[config.mk]
export PLATFORM = sky130hd
export DESIGN_NAME = drm_wr_gen
export DESIGN_NICKNAME = d
export VERILOG_FILES = /design/src/rtl/drm_wr_gen_pkg.sv /design/src/rtl/drm_wr_gen_pat.sv /design/src/rtl/drm_wr_gen.sv
export SDC_FILE = /design/constraint.sdc
export NUM_CORES = 1
export LEC_CHECK = 0
export CAP_MARGIN = 20
export CELL_PAD_IN_SITES_DETAIL_PLACEMENT = 0
export CELL_PAD_IN_SITES_GLOBAL_PLACEMENT = 1
export CORE_MARGIN = 2
export CORE_UTILIZATION = 41
export CTS_CLUSTER_SIZE = 24
export DETAILED_ROUTE_END_ITERATION = 8
export PLACE_DENSITY_LB_ADDON = 0.1
export SLEW_MARGIN = 20
export SYNTH_ARGS = -nofsm -noshare
export SYNTH_HDL_FRONTEND = slang
export SYNTH_SLANG_ARGS = --single-unit
export TNS_END_PERCENT = 1
[constraint.sdc]
create_clock -name wr_clk -period 3.9 [get_ports wr_clk]
set_input_delay 0.78 -clock wr_clk [delete_from_list [all_inputs] [get_ports wr_clk]]
set_output_delay 0.78 -clock wr_clk [all_outputs]
set_load 0.02 [all_outputs]
[src/rtl/drm_wr_gen_pkg.sv]
// Shared types for the SDPRAM write-pattern generator: FSM state encoding and
// data-pattern mode codes.
package drm_wr_gen_pkg;

    typedef enum logic [1:0] {
        IDLE = 2'd0,
        RUN  = 2'd1,
        DONE = 2'd2
    } state_t;

    localparam logic [1:0] MODE_DEC   = 2'd0;
    localparam logic [1:0] MODE_INC   = 2'd1;
    localparam logic [1:0] MODE_CONST = 2'd2;
    localparam logic [1:0] MODE_ROTL  = 2'd3;

endpackage

[src/rtl/drm_wr_gen_pat.sv]
// Next-data generator for drm_wr_gen: derives the following write word from the
// current one according to the selected pattern mode. Purely combinational.
module drm_wr_pat
    import drm_wr_gen_pkg::*;
#(
    parameter int WIDTH = 8
) (
    input  logic [1:0]       mode,
    input  logic [WIDTH-1:0] cur_data,
    output logic [WIDTH-1:0] next_data
);

    always_comb begin
        next_data = cur_data;
        case (mode)
            MODE_DEC:   next_data = cur_data - WIDTH'(1);
            MODE_INC:   next_data = cur_data + WIDTH'(1);
            MODE_CONST: next_data = cur_data;
            MODE_ROTL:  next_data = {cur_data[WIDTH-2:0], cur_data[WIDTH-1]};
        endcase
    end

endmodule

[src/rtl/drm_wr_gen.sv]
// SDPRAM write-pattern generator: writes `length` words from base_addr with a
// selectable data pattern. Optional checksum output under DRM_WR_GEN_CHKSUM_EN.
//
// state | meaning
// ------+---------------------------------------------------------------
// IDLE  | waiting for start; outputs hold results of the last run
// RUN   | issuing one write per cycle unless paused by hold
// DONE  | run complete; done pulses once (zero-length runs stay two cycles)
module drm_wr_gen
    import drm_wr_gen_pkg::*;
#(
    parameter int WR_ADDR_WIDTH = 12,
    parameter int WR_DATA_WIDTH = 8
) (
    input  logic                     wr_clk,
    input  logic                     tb_wr_rst,
    input  logic                     start,
    input  logic [WR_ADDR_WIDTH-1:0] base_addr,
    input  logic [WR_ADDR_WIDTH:0]   length,
    input  logic [WR_DATA_WIDTH-1:0] seed,
    input  logic [1:0]               mode,
    input  logic                     hold,
`ifdef DRM_WR_GEN_CHKSUM_EN
    output logic [WR_DATA_WIDTH-1:0] chksum,
`endif
    output logic                     wr_en,
    output logic [WR_ADDR_WIDTH-1:0] wr_addr,
    output logic [WR_DATA_WIDTH-1:0] wr_data,
    output logic                     busy,
    output logic                     done,
    output logic [WR_ADDR_WIDTH:0]   wr_count
);

    localparam int AW = WR_ADDR_WIDTH;
    localparam int DW = WR_DATA_WIDTH;
    localparam int CW = WR_ADDR_WIDTH + 1;

    state_t          state_q, state_d;
    logic            wr_en_q, wr_en_d;
    logic [AW-1:0]   addr_q, addr_d;
    logic [DW-1:0]   data_q, data_d;
    logic            busy_q, busy_d;
    logic            done_q, done_d;
    logic [CW-1:0]   cnt_q, cnt_d;
    logic [CW-1:0]   rem_q, rem_d;
    logic [1:0]      mode_q, mode_d;
    logic [DW-1:0]   next_data;
    logic            last_wr;

    drm_wr_pat #(
        .WIDTH (DW)
    ) u_pat (
        .mode      (mode_q),
        .cur_data  (data_q),
        .next_data (next_data)
    );

    // rem_q counts down words still to be written; the cycle carrying the
    // word with rem_q==1 is the terminal write.
    assign last_wr = wr_en_q && (rem_q == CW'(1));

    always_ff @(posedge wr_clk or posedge tb_wr_rst) begin
        if (tb_wr_rst) begin
            state_q <= IDLE;
            wr_en_q <= 1'b0;
            addr_q  <= '0;
            data_q  <= '0;
            busy_q  <= 1'b0;
            done_q  <= 1'b0;
            cnt_q   <= '0;
            rem_q   <= '0;
            mode_q  <= MODE_DEC;
        end else begin
            state_q <= state_d;
            wr_en_q <= wr_en_d;
            addr_q  <= addr_d;
            data_q  <= data_d;
            busy_q  <= busy_d;
            done_q  <= done_d;
            cnt_q   <= cnt_d;
            rem_q   <= rem_d;
            mode_q  <= mode_d;
        end
    end

    always_comb begin
        state_d = state_q;
        case (state_q)
            IDLE: begin
                if (start) begin
                    state_d = (length == '0) ? DONE : RUN;
                end
            end
            RUN: begin
                if (last_wr) begin
                    state_d = DONE;
                end
            end
            DONE: begin
                if (done_q) begin
                    state_d = IDLE;
                end
            end
            default: state_d = IDLE;
        endcase
    end

    // Address/data registers always show the pending write, so a pause simply
    // drops wr_en and the same word goes out once hold clears.
    always_comb begin
        wr_en_d = 1'b0;
        addr_d  = addr_q;
        data_d  = data_q;
        done_d  = 1'b0;
        cnt_d   = cnt_q;
        rem_d   = rem_q;
        mode_d  = mode_q;
        case (state_q)
            IDLE: begin
                if (start) begin
                    addr_d  = base_addr;
                    data_d  = seed;
                    mode_d  = mode;
                    cnt_d   = '0;
                    rem_d   = length;
                    wr_en_d = (length != '0);
                end
            end
            RUN: begin
                if (wr_en_q) begin
                    cnt_d = cnt_q + CW'(1);
                    rem_d = rem_q - CW'(1);
                end
                if (last_wr) begin
                    done_d = 1'b1;
                end else begin
                    if (wr_en_q) begin
                        addr_d = addr_q + AW'(1);
                        data_d = next_data;
                    end
                    wr_en_d = !hold;
                end
            end
            DONE: begin
                done_d = !done_q;
            end
            default: ;
        endcase
    end

    assign busy_d = (state_d != IDLE);

`ifdef DRM_WR_GEN_CHKSUM_EN
    logic [DW-1:0] chk_q, chk_d;

    always_ff @(posedge wr_clk or posedge tb_wr_rst) begin
        if (tb_wr_rst) begin
            chk_q <= '0;
        end else begin
            chk_q <= chk_d;
        end
    end

    always_comb begin
        chk_d = chk_q;
        if (state_q == IDLE && start) begin
            chk_d = '0;
        end else if (state_q == RUN && wr_en_q) begin
            chk_d = chk_q ^ data_q;
        end
    end

    assign chksum = chk_q;
`endif

    assign wr_en    = wr_en_q;
    assign wr_addr  = addr_q;
    assign wr_data  = data_q;
    assign busy     = busy_q;
    assign done     = done_q;
    assign wr_count = cnt_q;

endmodule

==> results list <==
* Result of the run: complete, no violations
- Number of buffers added on ports: 74
- For hold timing, the worst endpoint is wr_addr[11].
* Count of pins on the block boundary: 75
* Number of buffers inserted by hold repair at cts: 0
* Number of inserted diodes: 0
- The worst register-to-register path has a depth of 6.
- The number of antenna violations at the first check in global routing is 0.
- Final antenna-violating net count: 0
- Counting instances in the post-synthesis netlist gives the leading cell types as 53 x dfrtp_1, 50 x nand2_1, 34 x o21ai_0, 33 x nor2_1, 23 x nand3_1.
* HPWL after detailed placement: 6.40 mm
- The critical path is of the register to register type.
- Biggest area consumer among synthesized cells: dfrtp_1
* GR Layer Usage met1: 0.299
- Smallest hold slack: 0.543 ns
- Biggest area contributors in the synthesized netlist: dfrtp_1 38%, nand2_1 5.4%, ha_1 5.0%
- Number of DRC violations after detailed routing: 0
- Setup Fix Bufs, Post-CTS: 0
* Max Clk Rate: 371 MHz
- The number of different library cells used by synthesis comes to 67.
- Setup slack on the worst flop-to-flop path: 1.20 ns
- Fill cells in the final layout number 767.
* Overall fraction of global-route tracks in use: 0.205
* Signal arrival time at the worst endpoint: 2.90 ns
- Final period util: 0.692
- Clock-pin slew was measured on the worst setup and hold paths at 0.11 ns.
- The worst setup path is launched from a register.
- Power Dens Cells: 830 nW/um^2
- The share of synthesized area in the top cell type comes to 0.380.
- Vias in the first global route: 3099
- In this run the critical register-to-register path is launched from state_q[1].
* Worst vdd ir: 522 uV
* Pin count of the biggest net entering global routing: 33
* Initial Util: 0.424
- Netlist area before placement: 3490 um^2
- In this run, synthesis inferred 0 flip-flops with an integrated enable.
* Routability cong.: 0.826
- Counting every net in the synthesized netlist gives 451.
- Headroom to the max-slew limit: 0.542
* Sum of overflow across all layers after global routing: 0
- In the final layout, the share of cells above drive strength 1 is 0.0685.
* Element type at the critical path end: register
- Number of hold-slack violations in the final timing report: 0
- Along the worst hold path, the cell count comes to 1.
* Core area: 8220 um^2
* Count of endpoints failing setup in the final report: 0
- Post-synthesis register bit count: 53
* Top FF cell, synth: dfrtp_1
- At the pin with the least slew margin, the transition time is 0.680 ns.
- Min Clock Period, post-route: 2.70 ns
- Measured along the x axis, the die boundary spans 96.2 um.
- Using the TritonRoute via totals, the vias-per-cell ratio works out to 5.68.
- The floorplan has 33 rows.
- Met3 demand-to-capacity share in global routing: 0.0321
* Async set or reset register ratio after synthesis: 1.00
- TritonCTS clock tree: yes
- For this run, the register share of the synthesized area comes to 0.380.
* Startpoint of the most critical hold path: wr_addr[11]
* Static leakage: 1.79 nW
- First-pass DRT Iterations: 4
- dfrtp_1 is the most common cell in the netlist.
- Met2 GRT Util: 0.323
* Clock buffer depth: 2
- Final max-slew violation count: 0
- The min-delay analysis places its worst path in the category register to register.
* Setup repair after global routing missed its margin: false
* Total number of yosys warnings: 0
* Global-route wire length before repair: 15.0 mm
* Floorplan die height: 96.2 um
- Vias: 3248
* Max FO, Critical Path: 27
- In the final routed layout, each cell accounts on average for 15.9 um.
- CTS built an H-tree with a depth of 2.
* # resized after CTS: 0
* Number of nets in the layout: 520
* CTS Sinks: 53
- Syn avg cell area: 8.78 um^2
- Global-route layer with the greatest usage: met2
- Number of buffers inserted during clock tree synthesis: 5
* Total negative slack: 0 ns
* Root cell of the clock tree: clkbuf_8
* Final setup skew: 0.00926 ns
* Syn Inst Count: 397
- Max cap viols: 0
* Layout Area Growth over Synthesis: 27.0%
- Total wire length after detailed routing: 9.09 mm
* Reg2reg end: wr_data[5]
* Worst endpoint required time: 4.11 ns
- Iteration-0 DRC Markers: 129
- Area of the die: 9260 um^2
* Clock latency reported for the late side of the worst-skew pair: 0.32 ns
==> cell type report <==
class / count / area, um^2 / share of cell area
Clock buffer: 5 / 68.8 / 0.0155
Clock inverter: 3 / 43.8 / 0.00989
Inverter: 9 / 33.8 / 0.00763
Sequential cell: 53 / 1330 / 0.300
Tap cell: 105 / 131 / 0.0297
Timing Repair Buffer: 79 / 778 / 0.176
Multi-Input combinational cell: 318 / 2050 / 0.462
==> power breakdown <==
part	switching [W]	internal [W]	total [W]	leakage, nW
clock	0.000204	0.000193	0.000396	0.0585
sequential	0.000311	0.000774	0.00109	0.650
combinational	0.00124	0.000951	0.00219	1.08
==> stage by stage <==
step	instances	area, um^2	utilization	power (W)	setup WS [ns]
detailed placement	564	4320	0.525	0.00329	1.20
floorplan	397	3490	-	0.00263	1.80
CTS	572	4430	0.539	0.00371	1.20
finish	572	4430	0.539	0.00368	1.20
global route	572	4430	0.539	0.00402	1.00
global placement	564	4320	0.525	0.00325	1.26
==> worst max-delay path, cell delays in order, from the launching register on <==
cell and delay, ns:
dfrtp_1 0.43, inv_1 0.11, ha_2 0.58, inv_2 0.39, or4_1 0.60, mux2_2 0.28
a22o_1 0.18
==> worst max-delay path by stage <==
stage / from / end / slack (ns) / cells after the start
after floorplan: mode_q[1] / wr_data[5] / 1.80 / 8
after global placement: start / wr_data[5] / 1.26 / 6
after detailed placement: start / wr_data[5] / 1.20 / 6
after CTS: state_q[1] / wr_data[5] / 1.20 / 6
after global routing: state_q[1] / rem_q[7] / 1.00 / 7
final: state_q[1] / wr_data[5] / 1.20 / 6
==> cell families after synthesis <==
logic type               count (synthesis)  synth area share
flip-flops                              53             0.380
buffers and inverters                   26            0.0334
multiplexers                            15            0.0452
AND/OR/NAND/NOR                        169             0.256
AO/OA/AOI/OAI                          109             0.204
XOR/XNOR                                10            0.0251
adder cells (fa/ha/maj)                 15            0.0560
==> sequential cells by signal, summed over array words and instances (netlist names) <==
signal,flops
wr_en,1
wr_count,13
state_q,2
done,1
mode_q,2
wr_addr,12
busy,1
wr_data,8
rem_q,13
==> per-layer routing <==
| metal | vias to the layer above | wire, um | share of wire |
|---|---|---|---|
| met4 | 0 | 59 | 0.0065 |
| met2 | 84 | 4150 | 0.46 |
| li1 | 1600 | - | - |
| met3 | 5 | 393 | 0.043 |
| met5 | - | 0 | 0 |
| met1 | 1559 | 4490 | 0.49 |
==> layout by cell type (no fill, tap or decap), drive strengths merged, types with 7 or more instances in the layout <==
| cell | count |
|---|---|
| a21oi | 22 |
| clkdlybuf4s50 | 74 |
| dfrtp | 53 |
| ha | 14 |
| inv | 10 |
| mux2i | 12 |
| nand2 | 50 |
| nand3 | 24 |
| nor2 | 34 |
| nor3 | 12 |
| nor4 | 7 |
| o21ai | 37 |
| xor2 | 8 |
Power figures use the tool's default switching activity.
